### src/rtl/vga_fb_arbiter.sv
// vga_fb_arbiter
// Shares one single-port framebuffer RAM between display scanout and a
// draw-engine writer. Display words (4 x RGB332 pixels) are prefetched into
// a 4-entry FIFO and unpacked byte 0 first. The writer receives every slot
// the display does not urgently need.
//
// Port pipeline: grant decided in cycle t, mem_* driven in t+1,
// read data returned in t+2 and pushed at the end of t+2.
//
// state     | meaning
// ----------+-----------------------------------------------------------
// ST_IDLE   | no display fetch (after reset, or whole frame already read)
// ST_FETCH  | prefetching display words for the current frame

module vga_fb_arbiter #(
    parameter int H_ACTIVE = 640,
    parameter int V_ACTIVE = 480,
    parameter int AW       = 17
) (
    input  logic          dclk,
    input  logic          clr_n,
    input  logic          frame_start,
    input  logic          pix_rd,
    output logic [7:0]    pix_data,
    output logic          underrun,
    input  logic          wr_req,
    input  logic [AW-1:0] wr_addr,
    input  logic [31:0]   wr_data,
    input  logic [3:0]    wr_be,
    output logic          wr_ack,
    output logic          mem_en,
    output logic          mem_we,
    output logic [3:0]    mem_be,
    output logic [AW-1:0] mem_addr,
    output logic [31:0]   mem_wdata,
    input  logic [31:0]   mem_rdata
);

    localparam int            WORDS     = H_ACTIVE * V_ACTIVE / 4;
    localparam logic [AW-1:0] LAST_ADDR = AW'(WORDS - 1);

    typedef enum logic {
        ST_IDLE  = 1'b0,
        ST_FETCH = 1'b1
    } fetch_state_t;

    fetch_state_t  state;
    fetch_state_t  state_nxt;

    logic          gnt_rd;
    logic          gnt_wr;
    logic          fetch_ok;
    logic          wr_ok;

    logic [AW-1:0] disp_addr;

    // rd_v1: a display read is on the RAM port this cycle
    // rd_v2: its data is on mem_rdata this cycle and should be pushed
    logic          rd_v1;
    logic          rd_v2;

    logic [31:0]   fifo_mem [4];
    logic [1:0]    wr_ptr;
    logic [1:0]    rd_ptr;
    logic [2:0]    fifo_count;
    logic [1:0]    idx;

    logic [2:0]    inflight;
    logic [2:0]    occ;
    logic          urgent;
    logic          room;
    logic          fifo_nonempty;
    logic          push;
    logic          pop;
    logic [31:0]   head_word;

    // Occupancy seen by the arbiter counts words already requested but not yet stored.
    always_comb begin
        inflight      = {2'b00, rd_v1} + {2'b00, rd_v2};
        occ           = fifo_count + inflight;
        urgent        = (occ <= 3'd1);
        room          = (occ < 3'd4);
        fifo_nonempty = (fifo_count != 3'd0);
        push          = rd_v2;
        pop           = pix_rd && fifo_nonempty && (idx == 2'd3);
    end

    // Fetch-enable state register.
    always_ff @(posedge dclk or negedge clr_n) begin
        if (!clr_n) begin
            state <= ST_IDLE;
        end else begin
            state <= state_nxt;
        end
    end

    // Grant selection and fetch-enable next state. No display read is granted
    // in a frame_start cycle because disp_addr is being rewound; a write may
    // still go out.
    always_comb begin
        state_nxt = state;
        gnt_rd    = 1'b0;
        gnt_wr    = 1'b0;
        fetch_ok  = (state == ST_FETCH) && !frame_start;
        wr_ok     = wr_req && !wr_ack;

        if (fetch_ok && urgent) begin
            gnt_rd = 1'b1;
        end else if (wr_ok) begin
            gnt_wr = 1'b1;
        end else if (fetch_ok && room) begin
            gnt_rd = 1'b1;
        end

        if (frame_start) begin
            state_nxt = ST_FETCH;
        end else if (gnt_rd && (disp_addr == LAST_ADDR)) begin
            state_nxt = ST_IDLE;
        end
    end

    // Registered RAM port; all fields return to zero on idle cycles.
    always_ff @(posedge dclk or negedge clr_n) begin
        if (!clr_n) begin
            mem_en    <= 1'b0;
            mem_we    <= 1'b0;
            mem_be    <= 4'h0;
            mem_addr  <= '0;
            mem_wdata <= 32'h0;
            wr_ack    <= 1'b0;
        end else begin
            mem_en    <= gnt_rd || gnt_wr;
            mem_we    <= gnt_wr;
            wr_ack    <= gnt_wr;
            if (gnt_wr) begin
                mem_be    <= wr_be;
                mem_addr  <= wr_addr;
                mem_wdata <= wr_data;
            end else if (gnt_rd) begin
                mem_be    <= 4'hF;
                mem_addr  <= disp_addr;
                mem_wdata <= 32'h0;
            end else begin
                mem_be    <= 4'h0;
                mem_addr  <= '0;
                mem_wdata <= 32'h0;
            end
        end
    end

    // Display address and read-return tracking; frame_start drops anything in flight.
    always_ff @(posedge dclk or negedge clr_n) begin
        if (!clr_n) begin
            disp_addr <= '0;
            rd_v1     <= 1'b0;
            rd_v2     <= 1'b0;
        end else if (frame_start) begin
            disp_addr <= '0;
            rd_v1     <= 1'b0;
            rd_v2     <= 1'b0;
        end else begin
            rd_v1 <= gnt_rd;
            rd_v2 <= rd_v1;
            if (gnt_rd) begin
                disp_addr <= disp_addr + AW'(1);
            end
        end
    end

    // FIFO pointers, byte index and the sticky underrun flag.
    always_ff @(posedge dclk or negedge clr_n) begin
        if (!clr_n) begin
            wr_ptr     <= 2'd0;
            rd_ptr     <= 2'd0;
            fifo_count <= 3'd0;
            idx        <= 2'd0;
            underrun   <= 1'b0;
        end else if (frame_start) begin
            wr_ptr     <= 2'd0;
            rd_ptr     <= 2'd0;
            fifo_count <= 3'd0;
            idx        <= 2'd0;
            underrun   <= 1'b0;
        end else begin
            if (push) begin
                wr_ptr <= wr_ptr + 2'd1;
            end
            if (pop) begin
                rd_ptr <= rd_ptr + 2'd1;
            end
            case ({push, pop})
                2'b10:   fifo_count <= fifo_count + 3'd1;
                2'b01:   fifo_count <= fifo_count - 3'd1;
                default: fifo_count <= fifo_count;
            endcase
            if (pix_rd) begin
                if (fifo_nonempty) begin
                    idx <= idx + 2'd1;
                end else begin
                    underrun <= 1'b1;
                end
            end
        end
    end

    // FIFO storage; contents are don't-care while the count says empty.
    always_ff @(posedge dclk) begin
        if (push && !frame_start) begin
            fifo_mem[wr_ptr] <= mem_rdata;
        end
    end

    // Current pixel: selected byte of the head word, zero when nothing is buffered.
    always_comb begin
        head_word = fifo_mem[rd_ptr];
        pix_data  = 8'h00;
        if (fifo_nonempty) begin
            pix_data = head_word[{idx, 3'b000} +: 8];
        end
    end

endmodule

### config.mk
export PLATFORM = sky130hd
export DESIGN_NAME = vga_fb_arbiter
export DESIGN_NICKNAME = d
export VERILOG_FILES = /design/src/rtl/vga_fb_arbiter.sv
export SDC_FILE = /design/constraint.sdc
export NUM_CORES = 1
export LEC_CHECK = 0
export BUFFER_PORTS_ARGS = -buffer_cell sky130_fd_sc_hd__buf_2
export CAP_MARGIN = 20
export CELL_PAD_IN_SITES_DETAIL_PLACEMENT = 1
export CELL_PAD_IN_SITES_GLOBAL_PLACEMENT = 1
export CORE_ASPECT_RATIO = 1.5
export CORE_MARGIN = 2
export CORE_UTILIZATION = 40
export DETAILED_ROUTE_END_ITERATION = 16
export PLACE_DENSITY_LB_ADDON = 0.1
export SLEW_MARGIN = 30
export SYNTH_ARGS = -nofsm -noshare
export SYNTH_HDL_FRONTEND = slang
export SYNTH_SLANG_ARGS = --single-unit
### constraint.sdc
create_clock -name dclk -period 3.8 [get_ports dclk]
set_clock_uncertainty 0.2 [all_clocks]
set_input_delay 0.19 -clock dclk [delete_from_list [all_inputs] [get_ports dclk]]
set_output_delay 0.19 -clock dclk [all_outputs]
set_load 0.01 [all_outputs]
==> Word level (Yosys, flattened, before mapping) <==
Memory sizes are Yosys's and may differ from the RTL's.
Cells that the tools add are included.
{ "word_totals": {"output_inout_bits": 65, "memories": 1, "in_bits": 90, "wordCells": 83, "ramBits": 128, "register_bits": 85} }
{ "mem_list": {"columns": ["memory", "words", "word_bits", "read_ports", "rd_ports_with_merged_regs", "write_ports", "line_no", "source"], "rows": [
  ["fifo_mem", 4, 32, 1, 0, 1, "62", "logic [31:0] fifo_mem [4];"]
]} }
{ "classes": {"muxes": 31, "addsub": 8, "shifts": 1, "eq_ne": 5, "reduce_logical": 21, "n_lt_le_gt_ge": 2} }
{ "ops": {"columns": ["op", "n"], "rows": [
  ["2-to-1 mux 17 bit", 4],
  ["2-to-1 mux 32 bit", 1],
  ["variable part select 32 x 6 -> 8 bit", 1],
  ["adder 17 x 1 -> 17 bit (second input constant)", 1],
  ["== test 17 bit (second input constant)", 1],
  ["2-to-1 mux 1 bit", 14],
  ["2-to-1 mux 2 bit", 7],
  ["nonzero test 2 bit", 6],
  ["logical AND 1 bit", 8],
  ["2-to-1 mux 4 bit", 2],
  ["2-to-1 mux 8 bit", 1],
  ["adder 2 x 1 -> 2 bit (second input constant)", 3],
  ["case mux 3 bit (2 select lines)", 1],
  ["nonzero test 3 bit", 2],
  ["== test 2 bit (second input constant)", 2],
  ["AND reduction 2 bit", 2],
  ["adder 3 x 1 -> 3 bit (second input constant)", 1],
  ["adder 3 x 2 -> 3 bit", 1],
  ["<= comparator 3 x 1 -> 1 bit (second input constant)", 1],
  ["less-than comparator 3 bit (second input constant)", 1],
  ["2-to-1 mux 3 bit", 1],
  ["subtractor 3 x 1 -> 3 bit (second input constant)", 1],
  ["adder 1 x 1 -> 2 bit", 1],
  ["== test 2 x 1 -> 1 bit (second input constant)", 1],
  ["3 further kinds", 4]
]} }

==> Depth between registers and ports, before layout <==
Gate-level depths: netlist (run 1).
{ "depth": {"word_depth": 10, "depth_mapped": 10, "ltp_nobuf": 8} }

==> Least setup slack after synthesis (run 1) <==
No wires, ideal clock.
{ "synth_timing": {"path_type": "reg-to-reg", "start": "register fifo_count[0]", "end": "register disp_addr[13]", "t_required_ns": 3.475, "stages_incl_launch_ff": 10, "synth_period_minus_slack_ns": 2.939, "n_path_buf": 1, "setup_time_ns": 0.125, "setup_slack_ns": 0.861, "arrival_ns": 2.615, "path_cell_list": "dfrtp_1 inv_1 fa_1 inv_1 ha_1 and3b_1 buf_2 or4_1 nor4_1 mux2_2"} }
{ "synth_via": {"elab_chain_cells": 7, "elab_cells_between_ends": 9, "cone_classes": "1 x add/sub; 2 x order compare; 3 x mux; 3 x reduce/logical"} }
{ "synth_rtl": {"columns": ["item", "line_no", "source"], "rows": [
  ["start, declared", "65", "logic [2:0] fifo_count;"],
  ["start signal, assigned", "192", "2'b10: fifo_count <= fifo_count + 3'd1;"],
  ["start signal, assigned", "193", "2'b01: fifo_count <= fifo_count - 3'd1;"],
  ["start signal, assigned", "194", "default: fifo_count <= fifo_count;"],
  ["adder 3 x 2 -> 3 bit (*)", "80", "occ = fifo_count + inflight;"],
  ["less-than comparator 3 bit", "82", "room = (occ < 3'd4);"],
  ["logical AND 1 bit", "111", "end else if (fetch_ok && room) begin"],
  ["2-to-1 mux 1 bit", "111", null],
  ["2-to-1 mux 1 bit", "109", "end else if (wr_ok) begin"],
  ["2-to-1 mux 1 bit (*)", "107", "if (fetch_ok && urgent) begin"],
  ["nonzero test 2 bit (no line) (*)", null, null],
  ["end signal, assigned", "165", "disp_addr <= disp_addr + AW'(1);"],
  ["end, declared", "55", "logic [AW-1:0] disp_addr;"]
]} }
Every way passes the cells marked *; elsewhere a longest branch is shown, timed or not.
A chain may end at the register's enable or synchronous reset.

==> Final worst setup path (run 1) <==
{ "layout_timing": {"start": "register rd_ptr[0]", "end": "output port pix_data[0]"} }
{ "layout_via": {"elab_chain_cells": 3} }
{ "layout_rtl": {"columns": ["item", "line_no", "source"], "rows": [
  ["start, declared", "64", "logic [1:0] rd_ptr;"],
  ["start signal, assigned", "189", "rd_ptr <= rd_ptr + 2'd1;"],
  ["memory (4 x 32 bit)", null, null],
  ["variable part select 32 x 6 -> 8 bit", "218", "pix_data = head_word[{idx, 3'b000} +: 8];"],
  ["2-to-1 mux 8 bit", "217", "if (fifo_nonempty) begin"],
  ["end, declared", "24", "output logic [7:0] pix_data,"]
]} }
No other way between the ends.

==> impl_metrics.env, run 1 <==
export IMPL_clock_power_share_pct=41.1
export IMPL_p_sw_uw=1070
export IMPL_core_area_um2=21100
export IMPL_reg2reg_from="push$_DFF_PN0_"
export IMPL_end_kind="primary output"
export IMPL_cts_resized=0
export IMPL_clockBufferDepth=3
export IMPL_r2r_slack_ns=0.68
export IMPL_die_x_um=123
export IMPL_cts_buffers=21
export IMPL_max_slew_margin_rel_pct=41.4
export IMPL_overflow=0
export IMPL_slew_viol_final=0
export IMPL_vdd_ir_drop_max_v=0.000344
export IMPL_place_area_um2=9670
export IMPL_synthCells=587
export IMPL_num_vias=5696
export IMPL_clk_pin_slew_ns=0.06
export IMPL_cp_data_arrival_time_ns=2.85
export IMPL_hold_viol=0
export IMPL_clk_latency_ns=0.50
export IMPL_fin_crit_sh_pct=85.2
export IMPL_drt_iter0_markers=186
export IMPL_slowest_stage="dfrtp_1"
export IMPL_r2r_end="disp_addr[13]$_DFFE_PN0P_"
export IMPL_p_leak_uw=0.00457
export IMPL_htreeDepth=1
export IMPL_power_internal_uw=3920
export IMPL_port_buffers=154
export IMPL_drive_above_1_share_pct=26.8
export IMPL_die_h_um=183
export IMPL_start_util_pct=40.6
export IMPL_grt_use_total_pct=19.7
export IMPL_critPathLaunch="rd_ptr[0]$_DFFE_PN0P_"
export IMPL_final_common_cell="buf_2"
export IMPL_dpl_hpwl_um=14000
export IMPL_critical_path_class="reg2out"
export IMPL_grt_pass1_wl_um=34100
export IMPL_worst_pin_slew_ns=0.865
export IMPL_final_min_clock_period_ns=3.24
export IMPL_synth_warning_count=0
export IMPL_status="finished clean"
export IMPL_holdBufCountCts=89
export IMPL_drc=0
export IMPL_antenna_found_initial=0
export IMPL_finish_utilization_pct=53.4
export IMPL_crit_fanout=14
export IMPL_layout_common_cells="153 x buf_2, 128 x edfxtp_1, 89 x dlygate4sd3_1"
export IMPL_ff2ff_path_depth=8
export IMPL_ff_latch_area_um2=5970
export IMPL_rows=65
export IMPL_crit_chain="buf_4, inv_1, nor2_1, a22oi_1, a41o_1, buf_2"
export IMPL_final_cell_area_um2=11200
export IMPL_ant_nets=0
export IMPL_viasPerCell=5.07
export IMPL_fin_nets=939
export IMPL_hold_class="in2async"
export IMPL_grt_max_degree=53
export IMPL_fin_cells=1123
export IMPL_max_freq_mhz=309
export IMPL_nFillCells=2108
export IMPL_maxCapViolCount=0
export IMPL_dp_cells=996
export IMPL_cts_num_sinks=213
export IMPL_ys_seq_elements=213
export IMPL_synth_nets=686
export IMPL_power_density_nw_per_um2=445
export IMPL_start_kind="flip-flop"
export IMPL_rsz0062_at_grt="false"
export IMPL_fin_setup_tns_ns=0
export IMPL_setup_viol=0
export IMPL_synth_edff_count=128
export IMPL_die_area_um2=22600
export IMPL_root_buffer="clkbuf_16"
export IMPL_synthDistinctLibCells=50
export IMPL_boundaryPins=155
export IMPL_tritoncts="built"
export IMPL_seqPwrFrac_pct=51.2
export IMPL_multiInputGateArea_um2=2430
export IMPL_power_frac_comb_pct=7.7
export IMPL_cp_required_ns=3.41
export IMPL_seq_area_frac_synth_pct=69.7
export IMPL_postCtsSetupRepairBufs=0
export IMPL_syn_area_per_cell_um2=14.6
export IMPL_max_stage_delay_ns=0.67
export IMPL_wire_per_inst_um=19.0
export IMPL_async_flop_share_pct=39.9
export IMPL_wl_um=21300
export IMPL_gp_congestion=0.824
export IMPL_diodes=0
export IMPL_crit_path_end="pix_data[0]"
export IMPL_ys_flop_type="edfxtp_1"
export IMPL_syn_to_final_growth_pct=31.4
export IMPL_grt_pass1_vias=6470
export IMPL_syn_area_um2=8560
export IMPL_dr_pass1_iters=6
export IMPL_p_sw_share_pct=21.5
critical path, delay by kind of cell (launching register included):
family | cells | cell delay, ns
and+or+nand+nor | 1 | 0.52
DFF | 1 | 0.67
AOI/OAI and AO/OA | 2 | 0.49
buffers and inverters | 3 | 0.67
routing by layer:
layer  wire (µm)  global-route usage [%]  vias up
met1        7680                    21.3     2868
met5           0                       0        -
met2       12100                    38.0      137
met4         615                    6.64        0
met3         859                    2.95       31
li1            -                       -     2660
metrics by stage:
stage	power (µW)	setup slack, ns	hold slack [ns]
after floorplan	2750	0.861	-0.306
after global placement	2910	0.798	0.0812
after detailed placement	2920	0.694	0.0807
after CTS	5070	0.487	0.0887
after global routing	5190	0.284	0.147
final	5000	0.562	0.0726
area by class of cell:
type	count	area share, %
multi-input combinational	334	21.6
timing repair buffer	260	15.9
clock inverter	9	0.834
sequential	213	53.1
clock buffer	29	5.21
tap	268	2.98
inverter	10	0.334
sequential cells by signal (all words and copies together), names as in the netlist:
name and flops:
mem_be 4, mem_addr 17, rd_v1 1, fifo_mem 128, mem_we 1, idx 2, underrun 1, state 1
wr_ptr 2, rd_ptr 2, mem_wdata 32, push 1, disp_addr 17, mem_en 1, fifo_count 3
power groups by stage:
stage               Sequential [µW]  Combinational [µW]  Clock, µW
global route                   2560                 430       2200
CTS                            2560                 395       2110
finish                         2560                 386       2050
floorplan                      2620                 130          0
detailed placement             2600                 320          0
global placement               2600                 306          0
worst min path at each step:
stage	endpoint	slack (ns)	start	cells after the start
2_1_floorplan	disp_addr[0]$_DFFE_PN0P_	-0.31	clr_n	0
3_3_place_gp	mem_be[3]$_DFF_PN0_	0.08	clr_n	1
3_5_place_dp	mem_be[3]$_DFF_PN0_	0.08	clr_n	1
4_1_cts	disp_addr[13]$_DFFE_PN0P_	0.09	clr_n	2
5_1_grt	mem_be[3]$_DFF_PN0_	0.15	clr_n	2
6_report	mem_be[0]$_DFF_PN0_	0.07	clr_n	2
synth_stat cells, types with 10 or more instances:
master / count / area share, %
clkbuf_1: 20 / 0.88
inv_1: 10 / 0.44
nor2_1: 26 / 1.1
nand3_1: 13 / 0.76
o21ai_0: 19 / 1.1
and2_1: 37 / 2.7
edfxtp_1: 128 / 45
nor2b_1: 17 / 1.2
mux2i_1: 38 / 4.4
dfrtp_1: 85 / 25
mux4_2: 12 / 3.2
a21oi_1: 11 / 0.64
nand2_1: 54 / 2.4
kinds of logic after synthesis:
family,Yosys count,share of synthesized area [%]
AND/OR/NAND/NOR,188,11.5
AO/OA/AOI/OAI,71,5.73
buffers and inverters,40,2.02
XOR/XNOR,11,1.21
flip-flops,213,69.7
adder cells (fa/ha/maj),9,1.49
multiplexers,55,8.26
Note: power is estimated with default switching activity, not from simulation.
==> run 2: changes to the inputs <==
--- a/config.mk
+++ b/config.mk
@@ -13,7 +13,7 @@
 export CORE_MARGIN = 2
 export CORE_UTILIZATION = 40
 export DETAILED_ROUTE_END_ITERATION = 16
-export PLACE_DENSITY_LB_ADDON = 0.1
+export PLACE_DENSITY = 0.79
 export SLEW_MARGIN = 30
 export SYNTH_ARGS = -nofsm -noshare
 export SYNTH_HDL_FRONTEND = slang
==> run 2 against run 1 <==
- highest routed layer unchanged
- global-route usage up 0.78 points
- sequential power about the same
- register-to-register slack better by 0.02 ns
- core utilization down 0.33 points
- die area unchanged
- combinational power up 1%
- worst hold slack better by 0.041 ns
- critical path depth unchanged
- sequential share of layout area up 0.33 points
- routed wire length up 6.0%
- largest cell class unchanged
- final cell count down 0.53%
- via count up 2.4%
==> impl_metrics.env, run 2 (synthesized netlist as in run 1, its figures left out) <==
export IMPL_vdd_ir_drop_max_v=0.000301
export IMPL_p_leak_uw=0.00454
export IMPL_crit_buf_inv=3
export IMPL_final_min_clock_period_ns=3.28
export IMPL_start_util_pct=40.6
export IMPL_drive_above_1_share_pct=26.3
export IMPL_max_stage_delay_ns=0.86
export IMPL_slowest_stage="dfrtp_2"
export IMPL_seqPwrFrac_pct=51.5
export IMPL_crit_chain="buf_4, mux2i_1, a2111oi_0, buf_4, a41o_1, buf_2"
export IMPL_dp_cells=993
export IMPL_cp_common_cell="buf_4"
export IMPL_fin_nets=935
export IMPL_reg_top3="fifo_mem x128, mem_wdata x32"
export IMPL_hold_class="in2async"
export IMPL_critical_path_class="reg2out"
export IMPL_die_area_um2=22600
export IMPL_status="finished clean"
export IMPL_syn_to_final_growth_pct=30.6
export IMPL_p_sw_uw=1110
export IMPL_viasPerCell=5.22
export IMPL_core_area_um2=21100
export IMPL_rsz0062_at_grt="false"
export IMPL_crit_family="flip-flops"
export IMPL_tritoncts="built"
export IMPL_r2r_slack_ns=0.70
export IMPL_htreeDepth=1
export IMPL_power_frac_comb_pct=7.9
export IMPL_layout_common_cells="153 x buf_2, 128 x edfxtp_1, 88 x dlygate4sd3_1"
export IMPL_num_vias=5835
export IMPL_dpl_hpwl_um=14000
export IMPL_cts_resized=0
export IMPL_ant_nets=0
export IMPL_start_kind="flip-flop"
export IMPL_postCtsSetupRepairBufs=0
export IMPL_die_x_um=123
export IMPL_boundaryPins=155
export IMPL_crit_fanout=28
export IMPL_clock_power_share_pct=40.6
export IMPL_reg2reg_from="fifo_count[0]$_DFFE_PN0P_"
export IMPL_ff2ff_path_depth=8
export IMPL_power_density_nw_per_um2=445
export IMPL_clk_latency_ns=0.49
export IMPL_cp_data_arrival_time_ns=2.89
export IMPL_slew_viol_final=0
export IMPL_grt_pass1_wl_um=35700
export IMPL_r2r_end="disp_addr[13]$_DFFE_PN0P_"
export IMPL_drc=0
export IMPL_holdBufCountCts=88
export IMPL_power_internal_uw=3860
export IMPL_overflow=0
export IMPL_max_slew_margin_rel_pct=36.8
export IMPL_fin_setup_tns_ns=0
export IMPL_final_cell_area_um2=11200
export IMPL_die_h_um=183
export IMPL_fin_cells=1117
export IMPL_cts_num_sinks=213
export IMPL_p_sw_share_pct=22.3
export IMPL_cp_depth=6
export IMPL_rows=65
export IMPL_grt_use_total_pct=20.5
export IMPL_wl_um=22600
export IMPL_power_uw=4970
export IMPL_drt_iter0_markers=328
export IMPL_root_buffer="clkbuf_16"
export IMPL_cp_required_ns=3.41
export IMPL_final_common_cell="buf_2"
export IMPL_antenna_found_initial=0
export IMPL_critPathLaunch="rd_ptr[1]$_DFFE_PN0P_"
export IMPL_port_buffers=154
export IMPL_diodes=0
export IMPL_maxCapViolCount=0
export IMPL_clk_pin_slew_ns=0.06
export IMPL_dr_pass1_iters=4
export IMPL_grt_max_degree=86
export IMPL_grt_pass1_vias=6715
export IMPL_regMostFlops="fifo_mem"
export IMPL_setup_viol=0
export IMPL_hold_viol=0
export IMPL_wire_per_inst_um=20.2
export IMPL_fin_crit_sh_pct=86.4
export IMPL_worst_pin_slew_ns=0.944
export IMPL_place_area_um2=9650
export IMPL_end_kind="primary output"
export IMPL_clockBufferDepth=3
export IMPL_crit_path_end="pix_data[4]"
export IMPL_cts_buffers=21
export IMPL_gp_congestion=0.794
export IMPL_largest_reg_flops=128
export IMPL_max_freq_mhz=305
-- run 2: cell count changes in the layout (fill, tap and decap cells not counted) --
cell / change
clkinv_2: +1
buf_4: -4
dlygate4sd3_1: -1
clkbuf_8: -3
inv_8: +1
buf_6: +1
a2111oi_0: +1
inv_6: -1
a2111oi_2: -1
-- run 2: metal layers --
metal	share of wire [%]	routed length, µm	vias to the layer above	track usage [%]
li1	-	-	2641	-
met1	36	8240	3004	22.2
met2	56	12600	157	39.1
met3	4.8	1070	33	3.92
met4	2.8	631	0	6.32
met5	0	0	-	0
-- run 2: stage by stage --
step	utilization (%)	setup slack [ns]	hold slack [ns]
final	53.1	0.516	0.114
after global routing	53.1	0.277	0.158
after CTS	53.1	0.553	0.0979
after detailed placement	45.8	0.688	0.0973
after global placement	45.8	0.788	0.192
after floorplan	-	0.861	-0.306
-- run 2: how the worst min path moves through the flow --
stage                     startpoint                        end  slack (ns)
final                          clr_n        mem_be[3]$_DFF_PN0_        0.11
after global routing          wr_req      mem_addr[7]$_DFF_PN0_        0.16
after CTS                     wr_req      mem_addr[4]$_DFF_PN0_         0.1
after detailed placement       clr_n  disp_addr[16]$_DFFE_PN0P_         0.1
after global placement      wr_be[1]        mem_be[1]$_DFF_PN0_        0.19
after floorplan                clr_n   disp_addr[0]$_DFFE_PN0P_       -0.31
-- run 2: final cells by class --
type / count / area, µm²
flip-flops and latches: 213 / 5970
repair buffers: 256 / 1760
clock buffers: 26 / 544
multi-input cells: 334 / 2420
well taps: 268 / 335
fillers: 2108 / 9890
clock inverters: 10 / 101
inverters: 10 / 37.5
-- run 2: power by group through the flow --
stage	Combinational (µW)	Sequential [µW]	Clock, µW
3_3_place_gp	294	2600	0
4_1_cts	390	2560	2070
3_5_place_dp	316	2610	0
6_report	391	2560	2020
2_1_floorplan	130	2620	0
5_1_grt	433	2570	2150
==> run 3: changes to the inputs <==
==> constraint.sdc (replaced) <==
create_clock -name dclk -period 3.2 [get_ports dclk]
set_clock_uncertainty 0.2 [all_clocks]
set_input_delay 0.16 -clock dclk [delete_from_list [all_inputs] [get_ports dclk]]
set_output_delay 0.16 -clock dclk [all_outputs]
set_load 0.01 [all_outputs]
==> run 3 against run 2 <==
- core utilization grew 0.35 points
- routed wire length is 0.81% lower
- combinational power rose by 22%
- die area unchanged
- clock power is 10% higher
- worst hold slack lost 0.042 ns
- critical path type is now reg2reg
- global-route usage down 0.26 points
- final area grew 0.66%
- sequential share of layout area fell by 0.32 points
- count of clock-buffer cells in the layout unchanged
- non-clock buffer count grew 13
- via count stayed put
==> impl_metrics.env, run 3 (synthesized netlist as in run 1, its figures left out) <==
export IMPL_grt_pass1_vias=6746
export IMPL_power_density_nw_per_um2=511
export IMPL_viasPerCell=5.16
export IMPL_diodes=0
export IMPL_grt_pass1_wl_um=35500
export IMPL_seqPwrFrac_pct=52.9
export IMPL_cp_required_ns=3.38
export IMPL_worst_pin_slew_ns=0.852
export IMPL_tritoncts="built"
export IMPL_routed_top_layer="met4"
export IMPL_cp_data_arrival_time_ns=3.22
export IMPL_slew_viol_final=0
export IMPL_critical_path_class="reg2reg"
export IMPL_antenna_found_initial=0
export IMPL_core_area_um2=21100
export IMPL_fin_nets=948
export IMPL_root_buffer="clkbuf_16"
export IMPL_crit_fanout=5
export IMPL_crit_chain="inv_1, fa_1, inv_1, ha_1, and3b_1, or4_1, nor4_1, mux2_2"
export IMPL_wire_per_inst_um=19.8
export IMPL_p_sw_uw=1280
export IMPL_reg_top3="fifo_mem x128, mem_wdata x32"
export IMPL_regMostFlops="fifo_mem"
export IMPL_cts_buffers=21
export IMPL_cp_common_cell="inv_1"
export IMPL_grt_use_total_pct=20.2
export IMPL_crit_buf_inv=2
export IMPL_status="finished clean"
export IMPL_wl_met1_um=8190
export IMPL_drc=0
export IMPL_p_sw_share_pct=22.2
export IMPL_hold_viol=0
export IMPL_num_vias=5835
export IMPL_die_x_um=123
export IMPL_fin_crit_sh_pct=95.0
export IMPL_clockBufferDepth=3
export IMPL_rows=65
export IMPL_end_kind="flip-flop"
export IMPL_maxCapViolCount=0
export IMPL_dr_pass1_iters=4
export IMPL_power_internal_uw=4470
export IMPL_met3WireLength_um=1160
export IMPL_vdd_ir_drop_max_v=0.000414
export IMPL_syn_to_final_growth_pct=31.4
export IMPL_start_kind="flip-flop"
export IMPL_rsz0062_at_grt="false"
export IMPL_grt_max_degree=86
export IMPL_die_h_um=183
export IMPL_boundaryPins=155
export IMPL_postCtsSetupRepairBufs=0
export IMPL_overflow=0
export IMPL_gp_congestion=0.813
export IMPL_final_common_cell="buf_2"
export IMPL_dpl_hpwl_um=14500
export IMPL_ant_nets=0
export IMPL_nFillCells=2104
export IMPL_layout_common_cells="153 x buf_2, 128 x edfxtp_1, 89 x dlygate4sd3_1"
export IMPL_setup_viol=0
export IMPL_largest_reg_flops=128
export IMPL_start_util_pct=40.6
export IMPL_final_cell_area_um2=11300
export IMPL_max_freq_mhz=329
export IMPL_fin_setup_tns_ns=0
export IMPL_power_uw=5750
export IMPL_htreeDepth=1
export IMPL_hold_class="in2async"
export IMPL_clock_power_share_pct=38.8
export IMPL_wl_um=22400
export IMPL_die_area_um2=22600
export IMPL_drt_iter0_markers=247
export IMPL_max_slew_margin_rel_pct=41.8
export IMPL_final_min_clock_period_ns=3.04
export IMPL_clk_latency_ns=0.49
export IMPL_power_frac_comb_pct=8.3
export IMPL_drive_above_1_share_pct=27.5
export IMPL_cts_num_sinks=213
export IMPL_holdWs_ns=0.0721
export IMPL_place_area_um2=9740
export IMPL_clk_pin_slew_ns=0.07
export IMPL_slowest_stage="or4_1"
export IMPL_p_leak_uw=0.00458
export IMPL_max_stage_delay_ns=0.59
export IMPL_crit_family="simple AND/OR/NAND/NOR gates"
export IMPL_port_buffers=154
export IMPL_wl_met2_um=12400
export IMPL_r2r_slack_ns=0.16
-- run 3: changes by cell type in the layout (fill, tap and decap cells not counted), moves of 2 or more --
cell,change
clkinvlp_4,+3
bufinv_16,-2
clkbuf_8,+2
clkbuf_1,-2
buf_4,+12
-- run 3: layout make-up --
type,count,area (µm²),area share [%]
clock buffers,26,564,5.02
clock inverters,10,52.6,0.467
inverters,10,37.5,0.334
multi-input cells,334,2420,21.5
flip-flops and latches,213,5980,53.1
well taps,268,335,2.98
repair buffers,269,1860,16.6
-- run 3: power groups by stage --
stage               clock, µW  combinational (µW)  sequential, µW
detailed placement          0                 389            3090
global placement            0                 361            3090
finish                   2230                 477            3040
floorplan                   0                 154            3110
CTS                      2300                 476            3040
global route             2420                 526            3050
-- run 3: worst paths after layout --
path | startpoint | endpoint | cells after the start
hold reg to reg | underrun$_DFFE_PN0P_ | underrun$_DFFE_PN0P_ | 2
setup / recovery | fifo_count[0]$_DFFE_PN0P_ | disp_addr[13]$_DFFE_PN0P_ | 8
min in group dclk | wr_req | disp_addr[8]$_DFFE_PN0P_ | 5
max in group asynchronous | clr_n | rd_ptr[1]$_DFFE_PN0P_ | 2
hold / removal | clr_n | mem_addr[8]$_DFF_PN0_ | 2
setup reg to reg | fifo_count[0]$_DFFE_PN0P_ | disp_addr[13]$_DFFE_PN0P_ | 8
-- run 3: repair_timing --
item                                    4_1_cts  5_1_grt
resized for setup                             0        2
endpoints found under the setup margin        0        2
hold buffers                                 89        0
endpoints found under the hold margin       280        0
-- run 3: stage by stage --
| stage | cells | utilization [%] | setup slack [ns] |
|---|---|---|---|
| after floorplan | 587 | - | 0.261 |
| after global placement | 1005 | 46.2 | 0.265 |
| after detailed placement | 1005 | 46.2 | 0.143 |
| after CTS | 1130 | 53.4 | 0.0171 |
| after global routing | 1130 | 53.4 | 0.00119 |
| final | 1130 | 53.4 | 0.160 |
-- run 3: metal layers --
metal / track usage [%] / up-vias
li1: - / 2671
met4: 7.14 / 0
met3: 3.82 / 40
met2: 38.4 / 169
met5: 0 / -
met1: 21.7 / 2955
